==> src/rtl/logicnet_layer_sequencer.sv <==
// Folded LogicNet layer: one shared FANIN-input truth-table neuron evaluated NEURONS times
// per input vector, with the fan-in wiring fetched from an external connectivity ROM.
module logicnet_layer_sequencer #(
    parameter int IN_BITS = 16,
    parameter int NEURONS = 64,
    parameter int FANIN   = 8,
    parameter int IDX_W   = (IN_BITS > 1) ? $clog2(IN_BITS) : 1,
    parameter int NIDX_W  = (NEURONS > 1) ? $clog2(NEURONS) : 1
) (
    input  logic                   clk,
    input  logic                   rst,
    input  logic                   in_valid,
    output logic                   in_ready,
    input  logic [IN_BITS-1:0]     in_data,
    output logic [NIDX_W-1:0]      conn_addr,
    input  logic [FANIN*IDX_W-1:0] conn_data,
    output logic [NIDX_W-1:0]      lut_sel,
    output logic [FANIN-1:0]       lut_addr,
    input  logic                   lut_q,
    output logic                   out_valid,
    input  logic                   out_ready,
    output logic [NEURONS-1:0]     out_data,
    output logic                   busy,
    output logic                   idx_err
);

    // Counter must reach NEURONS itself (the drain cycle), so it is one value wider than an index.
    localparam int                CNT_W     = $clog2(NEURONS + 1);
    localparam logic [CNT_W-1:0]  CNT_LAST  = CNT_W'(NEURONS);
    localparam logic [IDX_W:0]    IDX_LIMIT = (IDX_W + 1)'(IN_BITS);

    typedef enum logic [1:0] {
        S_IDLE,
        S_RUN,
        S_DONE
    } state_e;

    state_e               state_q,    state_d;
    logic [IN_BITS-1:0]   vec_q,      vec_d;
    logic [CNT_W-1:0]     cnt_q,      cnt_d;
    logic                 v1_q,       v1_d;
    logic [NIDX_W-1:0]    lut_sel_q,  lut_sel_d;
    logic [FANIN-1:0]     lut_addr_q, lut_addr_d;
    logic [NEURONS-1:0]   out_data_q, out_data_d;
    logic                 idx_err_q,  idx_err_d;

    logic                 issue;
    logic                 idx_bad;
    logic [FANIN-1:0]     gathered;

    // Gather: an out-of-range index matches no input bit and therefore contributes 0.
    always_comb begin
        gathered = '0;
        idx_bad  = 1'b0;
        for (int j = 0; j < FANIN; j++) begin
            if ({1'b0, conn_data[j*IDX_W +: IDX_W]} >= IDX_LIMIT) begin
                idx_bad = 1'b1;
            end
            for (int b = 0; b < IN_BITS; b++) begin
                if (conn_data[j*IDX_W +: IDX_W] == IDX_W'(b)) begin
                    gathered[j] = vec_q[b];
                end
            end
        end
    end

    // NOTE: every signal gets its default before any branch, so no path can infer a latch.
    always_comb begin
        state_d    = state_q;
        vec_d      = vec_q;
        cnt_d      = cnt_q;
        v1_d       = 1'b0;
        lut_sel_d  = lut_sel_q;
        lut_addr_d = lut_addr_q;
        out_data_d = out_data_q;
        idx_err_d  = idx_err_q;
        issue      = 1'b0;

        // Stage 2 retires the neuron issued in the previous cycle.
        if (v1_q) begin
            for (int n = 0; n < NEURONS; n++) begin
                if (lut_sel_q == NIDX_W'(n)) begin
                    out_data_d[n] = lut_q;
                end
            end
        end

        case (state_q)
            S_IDLE: begin
                if (in_valid) begin
                    vec_d      = in_data;
                    cnt_d      = '0;
                    out_data_d = '0;
                    state_d    = S_RUN;
                end
            end
            S_RUN: begin
                if (cnt_q < CNT_LAST) begin
                    issue      = 1'b1;
                    v1_d       = 1'b1;
                    lut_addr_d = gathered;
                    lut_sel_d  = cnt_q[NIDX_W-1:0];
                    cnt_d      = cnt_q + CNT_W'(1);
                    if (idx_bad) begin
                        idx_err_d = 1'b1;
                    end
                end else begin
                    // Drain cycle: the last neuron retires now, the vector is complete after it.
                    state_d = S_DONE;
                end
            end
            S_DONE: begin
                if (out_ready) begin
                    state_d = S_IDLE;
                end
            end
            default: state_d = S_IDLE;
        endcase
    end

    // NOTE: state registers use non-blocking assignments so all flops update from pre-edge values.
    always_ff @(posedge clk) begin
        if (rst) begin
            state_q    <= S_IDLE;
            vec_q      <= '0;
            cnt_q      <= '0;
            v1_q       <= 1'b0;
            lut_sel_q  <= '0;
            lut_addr_q <= '0;
            out_data_q <= '0;
            idx_err_q  <= 1'b0;
        end else begin
            state_q    <= state_d;
            vec_q      <= vec_d;
            cnt_q      <= cnt_d;
            v1_q       <= v1_d;
            lut_sel_q  <= lut_sel_d;
            lut_addr_q <= lut_addr_d;
            out_data_q <= out_data_d;
            idx_err_q  <= idx_err_d;
        end
    end

    assign in_ready  = (state_q == S_IDLE);
    assign out_valid = (state_q == S_DONE);
    assign busy      = (state_q == S_RUN) || (state_q == S_DONE);
    assign conn_addr = issue ? cnt_q[NIDX_W-1:0] : '0;
    assign lut_sel   = lut_sel_q;
    assign lut_addr  = lut_addr_q;
    assign out_data  = out_data_q;
    assign idx_err   = idx_err_q;

endmodule

==> config.mk <==
export PLATFORM = sky130hd
export DESIGN_NAME = logicnet_layer_sequencer
export DESIGN_NICKNAME = d
export VERILOG_FILES = /design/src/rtl/logicnet_layer_sequencer.sv
export SDC_FILE = /design/constraint.sdc
export NUM_CORES = 1
export LEC_CHECK = 0
export CORE_UTILIZATION = 49
export DETAILED_ROUTE_END_ITERATION = 12
export PLACE_DENSITY = 0.91
export SYNTH_ARGS = -nofsm -noshare
export SYNTH_HDL_FRONTEND = slang
export SYNTH_SLANG_ARGS = --single-unit
export TNS_END_PERCENT = 20
==> constraint.sdc <==
create_clock -name clk -period 2.49 [get_ports clk]
set_clock_uncertainty 0.1 [all_clocks]
set_input_delay 0.747 -clock clk [delete_from_list [all_inputs] [get_ports clk]]
set_output_delay 0.747 -clock clk [all_outputs]
set_load 0.01 [all_outputs]
==> impl_results.md, run 1 <==
* Post-synth EDFFs at 0
* Worst EP arrival at 1.62 ns
* Cell count after synthesis at roughly 700
* Critical Path End Type: output pin
* Die area at approximately 12000 sq um
* Initial DRT Pass Iterations at 7
* R2R depth at 9
* Yosys warnings at 0
* Grt ovf at 0
* Slew headroom at 44.52%
* Total power at just under 0.004 W
* CTS tree: done
* Final period util at 98.93%
* Mapped Area at 5550 sq um
* Antenna diodes at 0
* DR iter-0 viols at 460
* Avg Cell Area, Syn at 7.906 sq um
* Non-Filler Instances at 977
* Cell at the root of the clock tree: clkbuf_16
* Number of remaining DRC errors at 0
* Minimum clock period at approximately 2.5 ns
* Commonest register cell after synthesis: dfxtp_1
* CTS Buffer Depth at 2
* Worst hold path depth at 2
* ANT nets after route at 0
* Die Wd at 108.4 microns
* Overall Global Routing Usage at 27.14%
* Routed WL at 16.03 mm
* Post-synthesis sequential area ratio at 37.51%
* HPWL after DPL at 11.05 mm
* Fin Setup TNS at 0 ns
* Endpoints failing hold at 0
* Placer Congestion at 0.9042
* H-tree depth at 3
* Area grow syn2layout at 35.10%
* Status: finished, final reports clean
* Max capacitance violation total at 0
* TritonCTS Buffers at 9
* Largest net degree at the start of global routing at 65
* Initial antenna violation count at 0
* Layout cells sized above 1 at 12.31%
* Leakage at 2.601 nW
* Core area at 10940 sq um
* Max Fclk at 405.9 MHz
* Final setup viols at 0
* Count of pins over their slew limit at 0
* Final Util at 68.57%
* Clk Latency, worst-skew pair at around 0.35 ns
* Clk sinks at between 100 and 150
* Ys async rst share at 0%
* Startpoint Class: flip-flop
* Vias post-DR at 5721
* Worst-Margin Slew at 0.8254 ns
* Nets at 889
* First-pass GRT wire length at 24.86 mm
* Num ports at about 140
* Synth cell types at 49
* Post-synthesis register bit count at 104
* Most common cell after layout, fill and taps aside: nand2_1
* Wire length per cell at between 15 and 20 microns
* IO Port Bufs at 139
* RSZ-0062 raised after global routing: true
* Starting density of the core at 50.76%
* Pwr Density at approximately 520 nW/um^2
* Hold slack final at 0.3557 ns
* Die Span Y at about 110 microns
* Cells after DPL at 958
* Cell Rows at 38
* Clk pin slew, worst setup/hold paths at 0.07 ns
* Hold Path Class: flip-flop to flip-flop
* VDD IR max at 0.3778 mV
* Number of global-route vias before repair at just over 5k
* Worst-path maximum fanout at 3
* Syn_nets at 759
* Routed vias/inst at 5.856
* Worst setup path class: flip-flop to output pin
* CP Data Required Time at 1.64 ns
* Hold_buf cts at 0
* Commonest non-fill, non-tap cells in the layout: nand2_1 (158), clkdlybuf4s50_1 (132), dfxtp_1 (103), a21oi_1 (96), nand3_1 (55)
[cell type report]
class	instances	area, sq um
tap	140	175.2
clock buffer	9	225.2
timing repair buffer	181	1713
inverter	13	48.80
multi-input combinational	523	3183
sequential	104	2083
clock inverter	7	70.07
fill	848	3437
[kinds of logic after synthesis]
logic type | count (synthesis) | share of synthesized area (%)
other | 1 | 0.06756
DFF | 104 | 37.51
muxes | 43 | 12.56
and+or+nand+nor | 316 | 27.14
buffers and inverters | 75 | 5.636
AOI/OAI and AO/OA | 154 | 15.40
xor gates and xnor gates | 5 | 0.7890
adders and majority gates | 4 | 0.9017
[power breakdown]
group / total (W) / internal [W] / switching, W
combinational: 0.000723 / 0.000368 / 0.000355
clock: 0.00139 / 0.000709 / 0.000682
sequential: 0.00182 / 0.00171 / 0.000108
[through the flow]
step	instance area (sq um)	setup slack (ns)
floorplan	5550	0.3879
global placement	7168	-0.09225
detailed placement	7168	-0.1606
CTS	7482	0.001163
global route	7498	-0.02482
finish	7498	0.02661
[repair_timing]
action,4_1_cts,5_1_grt
pin swaps,0,0
setup buffers,3,0
resized for setup,17,10
endpoints found under the setup margin,6,7
[routing by layer]
layer / share of wire (%) / vias up / wire length (microns) / GRT usage [%]
met2: 47 / 326 / 7600 / 43.81
met3: 8.6 / 53 / 1379 / 4.581
met1: 41 / 2627 / 6570 / 35.89
met4: 3.0 / 0 / 480 / 11.20
met5: 0 / - / 0 / 0
li1: - / 2715 / - / -
[critical path, cell delays in order, from the launching register on]
cell and delay (ns):
dfxtp_1 0.36, inv_1 0.08, ha_2 0.31, clkdlybuf4s50_1 0.53
[registers in the layout, summed over array words and instances, names as in the netlist]
name	count
out_data	64
lut_addr	8
cnt_q	7
lut_sel	6
state_q	2
v1_q	1
vec_q	16
[worst paths after layout]
| check | from | to | slack (ns) |
|---|---|---|---|
| worst min-delay path | out_data[20] | out_data[20] | 0.36 |
| worst max register to register | state_q[1] | state_q[1] | 0.64 |
| worst max-delay path | state_q[0] | busy | 0.03 |
| worst min register to register | out_data[20] | out_data[20] | 0.36 |
[cell usage after synthesis, types with 2 or more instances]
cell | n | area share (%)
buf_1 | 6 | 0.41
ha_1 | 4 | 0.90
o21ai_0 | 33 | 3.0
nor3_1 | 12 | 1.1
clkbuf_1 | 38 | 2.6
a211oi_1 | 2 | 0.27
nand4_1 | 4 | 0.45
inv_1 | 13 | 0.88
nand3b_1 | 3 | 0.41
nand2_1 | 163 | 11
nand2b_1 | 7 | 0.79
xor2_1 | 5 | 0.79
mux2_2 | 4 | 0.81
a211o_1 | 3 | 0.47
o221ai_1 | 2 | 0.32
a32o_1 | 2 | 0.36
o21ai_1 | 3 | 0.27
nor4bb_1 | 6 | 1.1
o22ai_1 | 2 | 0.23
mux4_2 | 17 | 6.9
nand3_1 | 55 | 5.0
mux4_1 | 3 | 1.4
buf_2 | 16 | 1.4
nand4b_1 | 4 | 0.63
nor2_1 | 32 | 2.2
and3_1 | 2 | 0.23
a21oi_1 | 96 | 8.7
dfxtp_1 | 104 | 38
o32ai_1 | 4 | 0.63
nor2b_1 | 10 | 1.1
and3b_1 | 5 | 0.79
mux2i_1 | 19 | 3.4
nor4b_2 | 4 | 1.1
and2_1 | 4 | 0.45
Power figures use the tool's default switching activity.
==> run 2, diff against run 1 <==
--- a/config.mk
+++ b/config.mk
@@ -5,10 +5,10 @@
 export SDC_FILE = /design/constraint.sdc
 export NUM_CORES = 1
 export LEC_CHECK = 0
+export CORE_MARGIN = 2
 export CORE_UTILIZATION = 49
 export DETAILED_ROUTE_END_ITERATION = 12
 export PLACE_DENSITY = 0.91
 export SYNTH_ARGS = -nofsm -noshare
 export SYNTH_HDL_FRONTEND = slang
 export SYNTH_SLANG_ARGS = --single-unit
-export TNS_END_PERCENT = 20
==> impl_results.md, run 2 (synthesis gave the netlist of run 1 again) <==
* Antenna diodes at 0
* VDD IR max at about 0.44 mV
* Final worst slack at 0.05649 ns
* Cells after DPL at 957
* CP Data Required Time at approximately 1.6 ns
* Overall Global Routing Usage at 26.49%
* Status: finished, final reports clean
* Routed vias/inst at between 5 and 6
* Worst setup path class: flip-flop to output pin
* Placer Congestion at 0.8754
* Clk pin slew, worst setup/hold paths at 0.07 ns
* Pwr Density at 529.5 nW/um^2
* Hold_buf cts at 0
* Area grow syn2layout at 35.05%
* Num ports at 141
* Die Span Y at 110.4 microns
* DR iter-0 viols at between 500 and 600
* Cell Rows at 38
* Worst-Margin Slew at 0.8464 ns
* Endpoints failing hold at 0
* Nets at 890
* Initial antenna violation count at 0
* Final period util at 97.73%
* Worst-path maximum fanout at 3
* RSZ-0062 raised after global routing: false
* Grt ovf at 0
* H-tree depth at 3
* Most common cell after layout, fill and taps aside: nand2_1
* Count of pins over their slew limit at 0
* Critical Path End Type: output pin
* Die Wd at ~110 microns
* HPWL after DPL at 11.35 mm
* Clk sinks at 104
* Max Fclk at 410.9 MHz
* Slowest CP cell: clkdlybuf4s50_1
* Max FFs per register at 64
* CTS tree: done
* Vias post-DR at ~5.7k
* Fin Setup TNS at 0 ns
* Startpoint Class: flip-flop
* Commonest non-fill, non-tap cells in the layout: nand2_1 (157), clkdlybuf4s50_1 (132), dfxtp_1 (102), a21oi_1 (96), nand3_1 (55)
* Die area at 12190 sq um
* Minimum clock period at approximately 2.4 ns
* First-pass GRT wire length at 26.91 mm
* Post-place setup slack at -0.1412 ns
* Leakage at between 2 and 3 nW
* CTS Buffer Depth at 2
* Cell at the root of the clock tree: clkbuf_16
* Layout cells sized above 1 at a little over an eighth
* Max capacitance violation total at 0
* Hold Path Class: flip-flop to flip-flop
* Final setup viols at 0
* Routed WL at 16.30 mm
* Non-Filler Instances at approximately 1000
* IO Port Bufs at between 100 and 150
* Starting density of the core at slightly above 50%
* Worst EP arrival at between 1.5 and 2 ns
* ANT nets after route at 0
* Slew headroom at 43.42%
* Wire length per cell at roughly 17 microns
* Crit path cell chain: inv_1, ha_2, clkdlybuf4s50_1
* Initial DRT Pass Iterations at 5
* TritonCTS Buffers at 9
* Clk Latency, worst-skew pair at approximately 0.34 ns
* Hold slack final at around 0.36 ns
* Number of remaining DRC errors at 0
* Number of global-route vias before repair at 5456
* Crit-path max cell delay at between 0.5 and 0.6 ns
* Largest net degree at the start of global routing at 65
* Core area at 10940 sq um
==> run 2: cell count changes in the layout (fill, tap and decap cells not counted) <==
| cell | change |
|---|---|
| nand2_1 | -1 |
| inv_8 | +1 |
| clkinv_4 | +1 |
| dfxtp_2 | +1 |
| nand2_2 | +1 |
| clkdlybuf4s15_1 | -1 |
| dlygate4sd2_1 | -2 |
| clkinv_2 | -1 |
| buf_4 | +1 |
| clkbuf_2 | +5 |
| clkinv_8 | -1 |
| buf_2 | -2 |
| dfxtp_1 | -1 |
==> run 2: worst max-delay path: cells and delay by family, from the launching register on <==
family,cells,cell delay (ns)
flops,1,0.35
fa+ha+maj,1,0.30
buf+inv,2,0.59
==> run 2: area by class of cell <==
type	count	area [sq um]
clock inverters	7	68.82
inverters	13	48.80
multi-input cells	523	3186
well taps	140	175.2
clock buffers	9	225.2
repair buffers	182	1708
fillers	840	3440
flip-flops and latches	104	2085
==> run 2: power breakdown <==
group	switching, W	leakage, nW	internal [W]	total [W]
registers	0.000106	0.842	0.00171	0.00182
logic	0.000361	1.61	0.000376	0.000737
clock network	0.000701	0.146	0.000712	0.00141
total	0.00117	2.60	0.00280	0.00397
==> run 2: metal layers <==
metal | wire length (microns) | up-vias | global-route usage [%]
li1 | - | 2712 | -
met1 | 6318 | 2631 | 34.09
met2 | 7876 | 334 | 43.84
met3 | 1554 | 56 | 4.775
met4 | 547 | 0 | 11.08
met5 | 0 | - | 0
==> run 2: worst paths after layout <==
check	to	slack (ns)	cells after the start	start
min reg2reg	out_data[3]	0.36	2	out_data[3]
min	out_data[3]	0.36	2	out_data[3]
max	busy	0.06	3	state_q[0]
max reg2reg	out_data[20]	0.71	4	lut_sel[2]
==> run 2: timing repair <==
action,in CTS,in global routing
endpoints found under the setup margin,6,8
buffers inserted,2,3
gates cloned,0,0
pin swaps,0,0
gates resized for setup,16,16
==> run 2: through the flow <==
step	cell area (sq um)	total power, W	utilization (%)
6_report	7496	0.003969	68.55
5_1_grt	7496	0.004122	68.55
4_1_cts	7486	0.003951	68.46
3_5_place_dp	7161	0.002543	65.48
3_3_place_gp	7161	0.002521	65.48
2_1_floorplan	5550	0.002225	-
==> run 3, diff against run 2 <==
--- a/config.mk
+++ b/config.mk
@@ -8,6 +8,7 @@
 export CORE_MARGIN = 2
 export CORE_UTILIZATION = 49
 export DETAILED_ROUTE_END_ITERATION = 12
+export GPL_ROUTABILITY_DRIVEN = 0
 export PLACE_DENSITY = 0.91
 export SYNTH_ARGS = -nofsm -noshare
 export SYNTH_HDL_FRONTEND = slang
==> results of run 3 <==
Same layout as run 2: the final DEF is identical, and so are final timing and power.
